**src/rtl/ysyx_25060166_ifu_pkg.sv**
```systemverilog
// Shared constants and FSM state encoding for the ysyx_25060166 instruction fetch unit.
`default_nettype none

package ysyx_25060166_ifu_pkg;

  localparam int unsigned IFU_WIDTH    = 32;
  localparam logic [31:0] IFU_RESET_PC = 32'h8000_0000;

  typedef enum logic [1:0] {
    S_IDLE = 2'd0,
    S_REQ  = 2'd1,
    S_WAIT = 2'd2,
    S_OUT  = 2'd3
  } ifu_state_e;

endpackage

`default_nettype wire

```
**src/rtl/ysyx_25060166_ifu.sv**
```systemverilog
// RV32E fetch unit: owns the PC, fetches one word per req/rsp transaction, hands it to IDU.
// Define YSYX_25060166_IFU_PERF_EN to add the perf_fetch_cnt / perf_wait_cnt outputs.
`default_nettype none

module ysyx_25060166_ifu
  import ysyx_25060166_ifu_pkg::*;
#(
  parameter int unsigned      WIDTH    = IFU_WIDTH,
  parameter logic [WIDTH-1:0] RESET_PC = IFU_RESET_PC
) (
  input  logic             clk,
  input  logic             rst_n,
  output logic             req_valid,
  input  logic             req_ready,
  output logic [WIDTH-1:0] req_addr,
  input  logic             rsp_valid,
  input  logic [WIDTH-1:0] rsp_data,
  input  logic             rsp_err,
  output logic             inst_valid,
  input  logic             inst_ready,
  output logic [WIDTH-1:0] inst,
  output logic [WIDTH-1:0] inst_pc,
  output logic             inst_err,
  input  logic             redirect_valid,
  input  logic [WIDTH-1:0] redirect_pc
`ifdef YSYX_25060166_IFU_PERF_EN
  ,
  output logic [31:0]      perf_fetch_cnt,
  output logic [31:0]      perf_wait_cnt
`endif
);

  ifu_state_e       state;
  logic [WIDTH-1:0] pc;
  logic             drop;
  logic [WIDTH-1:0] target;

  assign target    = redirect_pc & ~WIDTH'(3);
  assign req_valid = (state == S_REQ) && !redirect_valid;
  assign req_addr  = pc;

  always_ff @(posedge clk or negedge rst_n) begin
    if (!rst_n) begin
      state      <= S_IDLE;
      pc         <= RESET_PC;
      drop       <= 1'b0;
      inst_valid <= 1'b0;
      inst       <= '0;
      inst_pc    <= '0;
      inst_err   <= 1'b0;
    end else begin
      case (state)
        S_IDLE: begin
          if (redirect_valid) pc <= target;
          state <= S_REQ;
        end
        S_REQ: begin
          if (redirect_valid) begin
            pc <= target;
          end else if (req_ready) begin
            state <= S_WAIT;
          end
        end
        S_WAIT: begin
          if (redirect_valid) pc <= target;
          if (rsp_valid) begin
            // A redirect now or earlier makes this word stale.
            if (drop || redirect_valid) begin
              drop  <= 1'b0;
              state <= S_REQ;
            end else begin
              inst       <= rsp_data;
              inst_pc    <= pc;
              inst_err   <= rsp_err;
              inst_valid <= 1'b1;
              state      <= S_OUT;
            end
          end else if (redirect_valid) begin
            drop <= 1'b1;
          end
        end
        S_OUT: begin
          if (redirect_valid) begin
            pc         <= target;
            inst_valid <= 1'b0;
            state      <= S_REQ;
          end else if (inst_ready) begin
            pc         <= pc + WIDTH'(4);
            inst_valid <= 1'b0;
            state      <= S_REQ;
          end
        end
        default: state <= S_IDLE;
      endcase
    end
  end

`ifdef YSYX_25060166_IFU_PERF_EN
  always_ff @(posedge clk or negedge rst_n) begin
    if (!rst_n) begin
      perf_fetch_cnt <= '0;
      perf_wait_cnt  <= '0;
    end else begin
      if (inst_valid && inst_ready) perf_fetch_cnt <= perf_fetch_cnt + 32'd1;
      if (state == S_WAIT)          perf_wait_cnt  <= perf_wait_cnt + 32'd1;
    end
  end
`endif

endmodule

`default_nettype wire

```
**config.mk**
```make
export PLATFORM = sky130hd
export DESIGN_NAME = ysyx_25060166_ifu
export DESIGN_NICKNAME = d
export VERILOG_FILES = /design/src/rtl/ysyx_25060166_ifu_pkg.sv /design/src/rtl/ysyx_25060166_ifu.sv
export SDC_FILE = /design/constraint.sdc
export NUM_CORES = 1
export LEC_CHECK = 0
export CORE_MARGIN = 5
export CORE_UTILIZATION = 40
export CTS_CLUSTER_DIAMETER = 200
export CTS_CLUSTER_SIZE = 25
export DETAILED_ROUTE_END_ITERATION = 10
export PLACE_DENSITY = 0.76
export SETUP_SLACK_MARGIN = 0.4
export SKIP_CTS_REPAIR_TIMING = 1
export SLEW_MARGIN = 5
export SYNTH_ARGS = -nofsm -noshare
export SYNTH_HDL_FRONTEND = slang
export SYNTH_SLANG_ARGS = --single-unit
```
**constraint.sdc**
```tcl
create_clock -name clk -period 2.03 [get_ports clk]
set_input_delay 0.3045 -clock clk [delete_from_list [all_inputs] [get_ports clk]]
set_output_delay 0.3045 -clock clk [all_outputs]
set_load 0.03 [all_outputs]
```
== Word level (Yosys, flattened, before mapping) ==
Cells that the tools add are included.
Storage, ports and cells
  register bits after elaboration: 101
  output and inout port bits: 99
  logic and storage cells: 50
Cells by class
  add/subtract/negate cells: 1
  equality and inequality tests: 10
  multiplexer cells: 19
  bitwise gates (word level): 1
  reduce and logical (&&, ||, !) cells: 12
Operators with widths (count)
  two-way mux 32 bit: 3
  one-hot mux 32 bit (2 select lines): 1
  adder 32 x 3 -> 32 bit (second input constant): 1
  two-way mux 2 bit: 6
  inequality test 2 bit (second input constant): 4
  one-hot mux 2 bit (4 select lines): 1
  AND reduction 4 bit: 2
  two-way mux 1 bit: 7
  AND reduction 3 bit: 2
  equality test 2 bit (second input constant): 2
  inequality test 2 x 1 -> 1 bit (second input constant): 2
  nonzero test 2 bit: 2
  inequality test 3 bit (second input constant): 1
  OR reduction 3 bit: 1
  equality test 2 x 1 -> 1 bit (second input constant): 1
  zero test 2 bit: 1
  one-hot mux 1 bit (2 select lines): 1
  AND reduction 2 bit: 1
  logical AND 1 bit: 1
  zero test 1 bit: 1
  logical OR 1 bit: 1
  NOT 1 bit: 1

== Longest topological paths before layout ==
  word-level depth: 4
  gate-level depth with buffers: 8

== Least setup slack after synthesis ==
No wires, ideal clock.
  path type: register to register
  start: register pc[9], in the netlist req_addr[9]
  end: register pc[31], in the netlist req_addr[31]
  library setup time: 0.064 ns
  data arrival time: 1.976 ns
  required time: 1.966 ns
  setup slack: -0.010 ns
  stages on the path, launching flop included: 6
  buffers on the path: 0
  clock period less this slack: 2.040 ns
  cell sequence: dfrtp_1 > and4_4 > nand2_2 > or4_4 > or4_1 > nand3_1
Between the ends
  cells in the longest elaborated chain, start to end: 4
RTL lines
  start: declaration: RTL line ysyx_25060166_ifu.sv:34  | logic [WIDTH-1:0] pc;
  start signal: assignment: RTL line ysyx_25060166_ifu.sv:54  | if (redirect_valid) pc <= target;
  start signal: assignment: RTL line ysyx_25060166_ifu.sv:59  | pc <= target;
  start signal: assignment: RTL line ysyx_25060166_ifu.sv:65  | if (redirect_valid) pc <= target;
  adder 32 x 3 -> 32 bit: RTL line ysyx_25060166_ifu.sv:88  | pc <= pc + WIDTH'(4);
  two-way mux 32 bit: RTL line ysyx_25060166_ifu.sv:87  | end else if (inst_ready) begin
  two-way mux 32 bit: RTL line ysyx_25060166_ifu.sv:83  | if (redirect_valid) begin
  one-hot mux 32 bit (2 select lines): RTL line ysyx_25060166_ifu.sv:52  | case (state)
No other way between the ends. The select of a mux whose other input is x is not followed.
A chain may end at the register's enable or synchronous reset.

== Worst setup path after layout ==
  start: register pc[11], in the netlist req_addr[11]
  end: register pc[31], in the netlist req_addr[31]
The elaborated chain is that of the path after synthesis.

==> impl_metrics.env <==
export IMPL_cp_required_ps=2320
export IMPL_area_growth_pct=79.2
export IMPL_htreeDepth=3
export IMPL_tritoncts="built"
export IMPL_clockRootBuffer="clkbuf_16"
export IMPL_fin_cells=804
export IMPL_final_max_slew_viol_count=0
export IMPL_yosysSeqAreaShare_pct=52.5
export IMPL_grt_pass1_vias=4300
export IMPL_reg2reg_depth=5
export IMPL_num_nets_final=732
export IMPL_cp_max_fo=4
export IMPL_wl_mm=16.7
export IMPL_drc_errors=0
export IMPL_cts_buffer_depth=2
export IMPL_path_clk_slew_ps=70
export IMPL_vdd_drop_max_mv=0.767
export IMPL_power_density_mw_per_mm2=1500
export IMPL_antenna_found_initial=0
export IMPL_synth_avg_cell_area_um2=11.0
export IMPL_finalPower_uw=12400
export IMPL_cts_buffers=9
export IMPL_rrSetupSlack_ps=190
export IMPL_crit_type="flop to flop"
export IMPL_layout_commonest_cell="dlymetal6s2s_1"
export IMPL_max_cap_viol_count=0
export IMPL_worst_path_buf_inv=0
export IMPL_grt_first_pass_wirelength_mm=21.5
export IMPL_start_util_pct=40.7
export IMPL_dp_slack_ps=56.0
export IMPL_finClkSkew_ps=7.40
export IMPL_synth_seq_cells=97
export IMPL_path_cells="and4_4 -> nand2_2 -> or4_4 -> or4_1 -> nand3_1"
export IMPL_clock_sinks=97
export IMPL_grt_overflow=0
export IMPL_drtAntennaViolNets=0
export IMPL_period_minus_slack_ps=1840
export IMPL_outcome="complete, no violations"
export IMPL_synth_area_mm2=0.00462
export IMPL_antenna_cells=0
export IMPL_period_share_pct=90.7
export IMPL_ys_warn_count=0
export IMPL_regToRegStartpoint="req_addr[11]"
export IMPL_layout_drive_gt1_share_pct=36.8
export IMPL_ys_flop_type="dfrtp_1"
export IMPL_hpwl_mm=10.0
export IMPL_final_cell_mix="dlymetal6s2s_1, dfrtp_1, clkdlybuf4s50_1"
export IMPL_slowest_stage="or4_4"
export IMPL_fmax_ghz=0.543
export IMPL_post_drt_wl_per_cell_um=20.8
export IMPL_cp_top_family="simple AND/OR/NAND/NOR gates"
export IMPL_die_w_um=117
export IMPL_drt_pass1_iterations=5
export IMPL_grt_use_total_pct=18.9
export IMPL_power_leakage_uw=0.00456
export IMPL_route_vias_total=4504
export IMPL_clkLatencyLatePin_ps=350
export IMPL_final_util_pct=72.9
export IMPL_timing_rr_end="req_addr[31]"
export IMPL_die_area_mm2=0.0138
export IMPL_die_y_um=117
export IMPL_dp_cells=736
export IMPL_timing_final_ws_setup_ps=188
export IMPL_syn_inst=419
export IMPL_hp_class="input port to async pin"
export IMPL_endpoint_kind="flop"
export IMPL_setup_viol=0
export IMPL_rsz0062_at_grt="true"
export IMPL_core_area_mm2=0.0114
export IMPL_start_kind="flop"
export IMPL_tns_ps=0
export IMPL_ys_types=49
export IMPL_pin_count=170
export IMPL_grt_start_max_net_pins=44
export IMPL_async_reset_ff_share_pct=100
export IMPL_cp_arrival_ps=2130
export IMPL_synth_edff_count=0
export IMPL_drt_iter0_drc=326
export IMPL_rows=39
export IMPL_io_buffer_count=163
export IMPL_gp_congestion=0.886
export IMPL_hold_viol=0
export IMPL_viasPerCell=5.60
export IMPL_cpPeakStageDelay_ps=560
-- through the flow --
stage | cell area [µm²] | hold WS, ps
detailed placement | 6640 | 291
CTS | 6960 | -84.5
finish | 8280 | 439
floorplan | 4710 | 8.91
global route | 8280 | 478
global placement | 6640 | 283
-- area by class of cell --
cell class | count | area, µm²
Inverter | 6 | 22.5
Timing Repair Buffer | 252 | 2810
Fill cell | 711 | 3090
Clock buffer | 10 | 229
Multi-Input combinational cell | 290 | 2500
Sequential cell | 97 | 2450
Tap cell | 143 | 179
Clock inverter | 6 | 90.1
-- registers in the layout, indices dropped and copies added (netlist names) --
name	flops
drop	1
inst	32
inst_err	1
inst_pc	30
inst_valid	1
req_addr	30
state	2
-- metal layers --
metal,global-route usage (%),share of wire [%],vias up
li1,-,-,2019
met1,22.6,39,2219
met2,32.8,51,229
met3,5.81,7.1,37
met4,5.38,2.6,0
met5,0,0,-
-- worst max path at each step --
stage | from | end | slack [ps] | cells after the start
3_5_place_dp | redirect_valid | req_addr[31] | 60 | 5
2_1_floorplan | req_addr[9] | req_addr[31] | 120 | 5
6_report | req_addr[11] | req_addr[31] | 190 | 5
4_1_cts | req_addr[31] | req_addr[31] | 100 | 1
3_3_place_gp | redirect_valid | req_addr[19] | 80 | 6
5_1_grt | req_addr[12] | req_addr[31] | 120 | 5
-- synth_stat cells, drive strengths merged (2+ instances only) --
library cell | count | area (µm²)
a2bb2oi | 4 | 35.0
and3 | 9 | 57.6
nand2 | 23 | 96.4
nor4 | 5 | 31.3
mux2 | 63 | 709
o21a | 3 | 22.5
nand4 | 15 | 93.8
mux2i | 3 | 30.0
ha | 5 | 62.6
and4 | 4 | 40.0
nor2 | 24 | 90.1
o22a | 2 | 17.5
o22ai | 7 | 43.8
nand3 | 17 | 85.1
clkbuf | 16 | 83.8
buf | 14 | 73.8
nand2b | 3 | 18.8
or3 | 6 | 37.5
a211oi | 7 | 52.6
or4 | 2 | 18.8
a22o | 2 | 17.5
a22oi | 2 | 15.0
nor3 | 12 | 60.1
and2 | 3 | 18.8
inv | 6 | 22.5
o21ai | 22 | 110
a31oi | 6 | 37.5
a311oi | 3 | 26.3
a21oi | 27 | 135
dfrtp | 96 | 2400
-- cells by family (layout without fill, tap and decap cells) --
logic type | count (synthesis) | count (layout) | synth area share [%]
muxes | 66 | 66 | 16.0
other | 1 | 4 | 0.0811
adders and majority gates | 5 | 5 | 1.35
and+or+nand+nor | 125 | 126 | 14.3
buffers and inverters | 36 | 274 | 3.90
AOI/OAI and AO/OA | 89 | 89 | 11.8
DFF | 97 | 97 | 52.5
-- where the power goes --
group	total (µW)	switching, µW	internal [µW]
sequential	3500	675	2820
combinational	7060	3750	3310
clock	1850	768	1090
Power figures use the tool's default switching activity.
